==> config.mk <==
export PLATFORM = sky130hd
export DESIGN_NAME = bin_to_bcd_seq
export DESIGN_NICKNAME = d
export VERILOG_FILES = /design/src/rtl/bin_to_bcd_pkg.sv /design/src/rtl/bcd_nibble_adjust.sv /design/src/rtl/bin_to_bcd_seq.sv
export SDC_FILE = /design/constraint.sdc
export NUM_CORES = 1
export LEC_CHECK = 0
export BUFFER_PORTS_ARGS = -buffer_cell sky130_fd_sc_hd__buf_2
export CAP_MARGIN = 20
export CORE_UTILIZATION = 40
export CTS_CLUSTER_DIAMETER = 80
export DETAILED_ROUTE_END_ITERATION = 8
export GPL_TIMING_DRIVEN = 0
export PLACE_DENSITY = 0.67
export SYNTH_ARGS = -nofsm -noshare
export SYNTH_HDL_FRONTEND = slang
export SYNTH_SLANG_ARGS = --single-unit
==> constraint.sdc <==
create_clock -name clk -period 4.67 [get_ports clk]
set_input_delay 0.2335 -clock clk [delete_from_list [all_inputs] [get_ports clk]]
set_output_delay 0.2335 -clock clk [all_outputs]
set_load 0.02 [all_outputs]
==> src/rtl/bin_to_bcd_pkg.sv <==
// Shared constants for the sequential binary-to-BCD converter:
// FSM state encodings, iteration bound and saturation code.
package bin_to_bcd_pkg;

    localparam logic [1:0] ST_IDLE  = 2'd0;
    localparam logic [1:0] ST_SHIFT = 2'd1;
    localparam logic [1:0] ST_DONE  = 2'd2;

    localparam logic [2:0] ITER_LAST = 3'd7;
    localparam logic [7:0] BCD_SAT   = 8'h99;

    localparam int SCRATCH_W = 20;

endpackage

==> src/rtl/bcd_nibble_adjust.sv <==
// Double-dabble digit correction: adds 3 to a BCD nibble of 5..9 so the
// following left shift carries correctly into the next decimal digit.
module bcd_nibble_adjust (
    input  logic [3:0] nib_in,
    output logic [3:0] nib_out
);

    assign nib_out = (nib_in >= 4'd5) ? nib_in + 4'd3 : nib_in;

endmodule

==> src/rtl/bin_to_bcd_seq.sv <==
// Sequential double-dabble converter: one 8-bit value per start request,
// eight shift iterations, result registered and held until the next conversion.
module bin_to_bcd_seq
    import bin_to_bcd_pkg::*;
#(
    parameter bit SAT_ON_OVF = 1'b1
) (
    input  logic       clk,
    input  logic       reset,
    input  logic       start,
    input  logic [7:0] binIn,
    output logic       busy,
    output logic       done,
    output logic [7:0] bcdOut,
    output logic [1:0] hundreds,
    output logic       overflow
);

    logic [1:0]           state_q, state_d;
    logic [2:0]           iter_q, iter_d;
    logic [SCRATCH_W-1:0] scratch_q, scratch_d;
    logic [7:0]           bcd_q, bcd_d;
    logic [1:0]           hund_q, hund_d;
    logic                 ovf_q, ovf_d;

    logic [3:0]           adj_ones, adj_tens, adj_hund;
    logic [SCRATCH_W-1:0] adj_word, shift_word;
    logic                 last_ovf;

    bcd_nibble_adjust u_adj_ones (.nib_in(scratch_q[11:8]),  .nib_out(adj_ones));
    bcd_nibble_adjust u_adj_tens (.nib_in(scratch_q[15:12]), .nib_out(adj_tens));
    bcd_nibble_adjust u_adj_hund (.nib_in(scratch_q[19:16]), .nib_out(adj_hund));

    assign adj_word   = {adj_hund, adj_tens, adj_ones, scratch_q[7:0]};
    assign shift_word = adj_word << 1;
    assign last_ovf   = (shift_word[19:16] != 4'd0);

    // NOTE: every signal driven here gets a default first so no path leaves it unassigned (no latch).
    always_comb begin
        state_d   = state_q;
        iter_d    = iter_q;
        scratch_d = scratch_q;
        bcd_d     = bcd_q;
        hund_d    = hund_q;
        ovf_d     = ovf_q;

        case (state_q)
            ST_IDLE: begin
                if (start) begin
                    scratch_d = {12'h000, binIn};
                    iter_d    = 3'd0;
                    state_d   = ST_SHIFT;
                end
            end
            ST_SHIFT: begin
                scratch_d = shift_word;
                iter_d    = iter_q + 3'd1;
                // Outputs load from the final shifted word on the edge that enters DONE.
                if (iter_q == ITER_LAST) begin
                    state_d = ST_DONE;
                    hund_d  = shift_word[17:16];
                    ovf_d   = last_ovf;
                    bcd_d   = (SAT_ON_OVF && last_ovf) ? BCD_SAT : shift_word[15:8];
                end
            end
            ST_DONE: state_d = ST_IDLE;
            default: state_d = ST_IDLE;
        endcase
    end

    // NOTE: sequential state uses non-blocking assignments only, so every flop samples pre-edge values.
    always_ff @(posedge clk) begin
        if (reset) begin
            state_q   <= ST_IDLE;
            iter_q    <= 3'd0;
            scratch_q <= '0;
            bcd_q     <= 8'h00;
            hund_q    <= 2'd0;
            ovf_q     <= 1'b0;
        end else begin
            state_q   <= state_d;
            iter_q    <= iter_d;
            scratch_q <= scratch_d;
            bcd_q     <= bcd_d;
            hund_q    <= hund_d;
            ovf_q     <= ovf_d;
        end
    end

    assign busy     = (state_q == ST_SHIFT);
    assign done     = (state_q == ST_DONE);
    assign bcdOut   = bcd_q;
    assign hundreds = hund_q;
    assign overflow = ovf_q;

endmodule

# ---- Word-level counts from Yosys, hierarchy flattened
# Cells that the tools add are included.
# Widths: inputs -> output; s select.
dict set report op_classes {
  eq_ne 5
  n_mux 11
  n_reduce_logical 6
  addsub 4
  order_cmp 3
}
# cell count
set ops {}
lappend ops {{$pmux 20 s2} 1}
lappend ops {{$mux 20} 1}
lappend ops {{$ge 4x3->1 const B} 3}
lappend ops {{$add 4x2->4 const B} 2}
lappend ops {{$mux 4} 2}
lappend ops {{$mux 8} 1}
lappend ops {{$mux 3} 2}
lappend ops {{$pmux 3 s2} 1}
lappend ops {{$reduce_and 2->1} 3}
lappend ops {{$mux 2} 2}
lappend ops {{$pmux 2 s2} 1}
lappend ops {{$reduce_bool 4->1} 1}
lappend ops {{$add 3x1->3 const B} 1}
lappend ops {{$add 3x2->3 const B} 1}
lappend ops {{$eq 3x3->1 const B} 1}
lappend ops {{$eq 2x1->1 const B} 1}
lappend ops {{$eq 2x2->1 const B} 1}
lappend ops {{$logic_not 2->1} 1}
lappend ops {{$ne 2x1->1 const B} 1}
lappend ops {{$ne 2x2->1 const B} 1}
lappend ops {{$reduce_bool 2->1} 1}
dict set report word_totals {
  out_inout_bits 13
  register_bits 36
  wordCells 35
}

# ---- Depth between registers and ports, before layout
dict set report logic_depth {
  word_depth 4
  ltp_mapped 7
}

# ---- Cells and area by module
# From an unflattened synthesis, not the netlist that was laid out.
dict set report unflattened {
  cells_unflattened 197
  hier_area_um2 1717.9
}
# module cells_each area_per_inst_um2 seq_area_each_um2 instances
set modules_own_cells {}
lappend modules_own_cells {bin_to_bcd_seq 149 1413.9 720.7 1}
lappend modules_own_cells {bcd_nibble_adjust 16 101.3 0.0 3}

# ---- Least setup slack after synthesis
# No wires, ideal clock.
dict set report synth_path {
  path_type {reg-to-reg}
  from {reg scratch_q[12]}
  to {reg bcd_q[3], in the netlist bcdOut[3]}
  required_time_ns 4.534
  stages_incl_launch_ff 8
  t_arrival_ns 1.566
  setup_slack_ns 2.969
  path_cell_list {dfxtp_1 inv_1 ha_1 or2b_1 nor3b_2 a211oi_4 and3_4 a211oi_1}
}
dict set report synth_between {
  elab_chain_cells 4
  word_cells_on_any_way 5
  classes_between {add/sub: 1; order compare: 1; mux: 2; reduce/logical: 1}
}
# element line_no
set synth_lines {}
lappend synth_lines {{start: declaration} bin_to_bcd_seq.sv:21} ;# logic [SCRATCH_W-1:0] scratch_q, scratch_d;
lappend synth_lines {{start signal: assignment} bin_to_bcd_seq.sv:83} ;# scratch_q <= scratch_d;
lappend synth_lines {{$add 4x2->4 or $ge 4x3->1 (tied branches)} bcd_nibble_adjust.sv:8} ;# assign nib_out = (nib_in >= 4'd5) ? nib_in + 4'd3 : nib_in;
lappend synth_lines {{$mux 4 *} bcd_nibble_adjust.sv:8}
lappend synth_lines {{$reduce_bool 4->1 *} bin_to_bcd_seq.sv:36} ;# assign last_ovf = (shift_word[19:16] != 4'd0);
lappend synth_lines {{$mux 8 *} bin_to_bcd_seq.sv:63} ;# bcd_d = (SAT_ON_OVF && last_ovf) ? BCD_SAT : shift_word[15:8];
lappend synth_lines {{end signal: assignment} bin_to_bcd_seq.sv:77} ;# bcd_q <= 8'h00;
lappend synth_lines {{end signal: assignment} bin_to_bcd_seq.sv:84} ;# bcd_q <= bcd_d;
lappend synth_lines {{end: declaration} bin_to_bcd_seq.sv:22} ;# logic [7:0] bcd_q, bcd_d;
# Every way passes the cells marked *; elsewhere a longest branch is shown, timed or not.
# A chain may end at the register's enable or synchronous reset.

# ---- Worst setup path in the final report
# Ends and elaborated chain as after synthesis.

==> impl_metrics.yaml <==
run_status:
  status: "complete, no violations"
clock_network:
  clkTransAtPathRegs_ns: 0.07
  clk_latency_ns: 0.29
  cts-root-buf: "clkbuf_8"
  cts_setup_buffers: 0
  cts_sinks: 36
  ctsHoldBuffers: 0
  cts_tree: "done"
  cts_buffers: 5
  cts_max_level: 2
  post_cts_resized: 0
  clockBufferDepth: 2
route:
  wl_per_cell_um: 13.0
  avgViaCountPerCell: 5.15
  num_vias: 1411
  drt-initial-drc-count: 101
  antenna_left: 0
  first_pass_iters: 4
  wl_um: 3570
  drc: 0
place:
  gp_congestion: 0.810
  dpl.cell_count: 266
  place.detailed.hpwl_um: 2550
  portBuffers: 22
global_routing:
  grt_use_total: 0.184
  grt_pass1_vias: 1277
  grt_max_degree: 11
  antenna_found_initial: 0
  grt-ovfl-total: 0
  grt_pass1_wl_um: 6060
timing:
  skew_ns: 0.00380
  setup-tns-final_ns: 0
  finalCriticalPeriod_ns: 1.90
  tightest_slew_ns: 0.556
  maxSlewViolCount: 0
  relSlewSlack: 0.626
  final.period_utilization: 0.407
  finalHoldViolations: 0
  grt_setup_unrepaired: "false"
  fmax_mhz: 526
  setup_viol: 0
worst_setup_path:
  worst-path-buf-inv: 1
  reg2reg_depth: 7
  worstPathArrival_ns: 2.06
  crit_cells: 7
  crit_fanout: 6
  cp.required_ns: 4.83
  critPathCapture: "bcdOut[3]$_SDFFE_PP0P_"
  crit_path_max_incr_delay_ns: 0.36
  r2r_end: "bcdOut[3]$_SDFFE_PP0P_"
  startpoint_type: "flip-flop"
  worstSetupEndpointType: "flip-flop"
  cpMaxStageDelayCell: "dfxtp_1"
  r2r_slack_ns: 2.77
  critPathKind: "reg -> reg"
  reg2reg_from: "scratch_q[12]$_SDFFE_PP0P_"
  path_cells: "inv_1 > ha_1 > or2b_1 > nor3b_2 > a211oi_4 > and3_4 > a211oi_1"
  setup.worst_path.start: "scratch_q[12]$_SDFFE_PP0P_"
  path_delay_family: "simple AND/OR/NAND/NOR gates"
job:
  max-cap-violations: 0
pwr:
  switchingPower_mw: 0.141
  combPwrFrac: 0.077
  p_clk_frac: 0.382
  swShare: 0.238
  power_frac_seq: 0.540
  power_density_nw_per_um2: 304
  totalPowerFinal_mw: 0.593
  vdd_ir_drop_max_uv: 102
  p_leak_nw: 0.783
  intPower_mw: 0.452
finish:
  fin_cells: 274
  layout_commonest_cell: "dfxtp_1"
  num_antenna_cells: 0
  nets: 242
  drive_above_1_share: 0.192
  syn2layout_area_growth_pct: 15.6
  final_cell_mix: "36 x dfxtp_1, 34 x nor2_1, 26 x buf_2"
hold_path:
  hp-class: "in -> reg"
  whs_path_depth: 3
floorplan:
  die_h_um: 66.9
  die_area_um2: 4480
  core-area_um2: 4030
  initial_core_util: 0.419
  rows: 23
  die_w_um: 66.9
  ioPinCount: 24
logic_synthesis:
  synth.area.top_cells: "dfxtp_1 43%, nor2_1 7.6%, ha_1 5.9%"
  yosysWarnings: 0
  syn_area_per_cell_um2: 8.69
  syn_inst: 194
  ys_seq_elements: 36
  syn_nets: 213
  async_flop_share: 0
  synth_top_area_share: 0.427
  synth_top_area_cell: "dfxtp_1"
  synth_edf_count: 0
  synth_flop_cell: "dfxtp_1"
  synth_cell_types: 38
  synth_seq_area_share: 0.427
  syn_area_um2: 1690
==> stage by stage <==
step,hold slack [ns],utilization,instance area [um2],setup WS [ns]
final,0.205,0.484,1950,2.77
after global routing,0.212,0.484,1950,2.65
after CTS,0.198,0.484,1950,2.76
after detailed placement,0.449,0.461,1860,2.78
after global placement,0.444,0.461,1860,2.83
after floorplan,0.396,-,1690,2.97
==> sequential cells by signal, indices dropped and copies added, names as in the netlist <==
| register | cells |
|---|---|
| scratch_q | 20 |
| bcdOut | 8 |
| iter_q | 3 |
| hundreds | 2 |
| state_q | 2 |
| overflow | 1 |
==> cells in the mapped netlist (2+ instances only) <==
library cell   n
a211oi_1       5
a21oi_1       15
a22oi_1        9
a311oi_1       6
buf_2          4
clkbuf_1       4
dfxtp_1       36
ha_1           8
inv_1          9
mux2i_1        4
nand2_1       18
nand2b_1       2
nand4_1        4
nor2_1        34
nor2b_1        2
nor3_1         4
nor3b_1        4
o21ai_0        3
xnor2_1        4
==> power by group through the flow <==
stage / Clock (mW) / Sequential, mW / Combinational, mW
2_1_floorplan: 0 / 0.326 / 0.0323
3_3_place_gp: 0 / 0.327 / 0.0457
3_5_place_dp: 0 / 0.328 / 0.0464
4_1_cts: 0.232 / 0.320 / 0.0467
5_1_grt: 0.245 / 0.321 / 0.0525
6_report: 0.227 / 0.321 / 0.0459
==> worst register-to-register path: stages (launching register included) <==
cell and delay (ns):
dfxtp_1 0.36, inv_1 0.09, ha_1 0.19, or2b_1 0.25, nor3b_2 0.18, a211oi_4 0.34
and3_4 0.29, a211oi_1 0.08
==> how the worst min path moves through the flow <==
stage                                 startpoint                   endpoint  slack [ns]
after floorplan                         binIn[1]  scratch_q[1]$_SDFFE_PP0P_        0.40
after detailed placement  bcdOut[2]$_SDFFE_PP0P_     bcdOut[2]$_SDFFE_PP0P_        0.45
after CTS                               binIn[3]  scratch_q[3]$_SDFFE_PP0P_        0.20
after global routing                    binIn[3]  scratch_q[3]$_SDFFE_PP0P_        0.21
final                                   binIn[4]  scratch_q[4]$_SDFFE_PP0P_        0.21
after global placement    bcdOut[5]$_SDFFE_PP0P_     bcdOut[5]$_SDFFE_PP0P_        0.44
==> cell families (layout without fill, tap and decap cells) <==
group                      count (synthesis)  after routing  share of synthesized area
and+or+nand+nor                           77             77                      0.223
muxes                                      4              4                     0.0237
DFF                                       36             36                      0.427
adders and majority gates                  8              8                     0.0593
xor gates and xnor gates                   4              4                     0.0208
buffers and inverters                     19             49                     0.0512
AOI/OAI and AO/OA                         46             46                      0.194
==> layout make-up <==
| class | count | area [um2] |
|---|---|---|
| Fill cell | 411 | 2080 |
| Inverter | 10 | 40.0 |
| Sequential cell | 36 | 721 |
| Clock buffer | 8 | 90.1 |
| Buffer | 9 | 46.3 |
| Multi-Input combinational cell | 139 | 880 |
| Timing Repair Buffer | 22 | 110 |
| Tap cell | 50 | 62.6 |
==> layer usage <==
metal	global-route usage	wire length, um
met1	0.229	1760
met2	0.301	1590
met3	0.0360	140
met4	0.0878	80
met5	0	0
(Power assumes the default switching activity.)
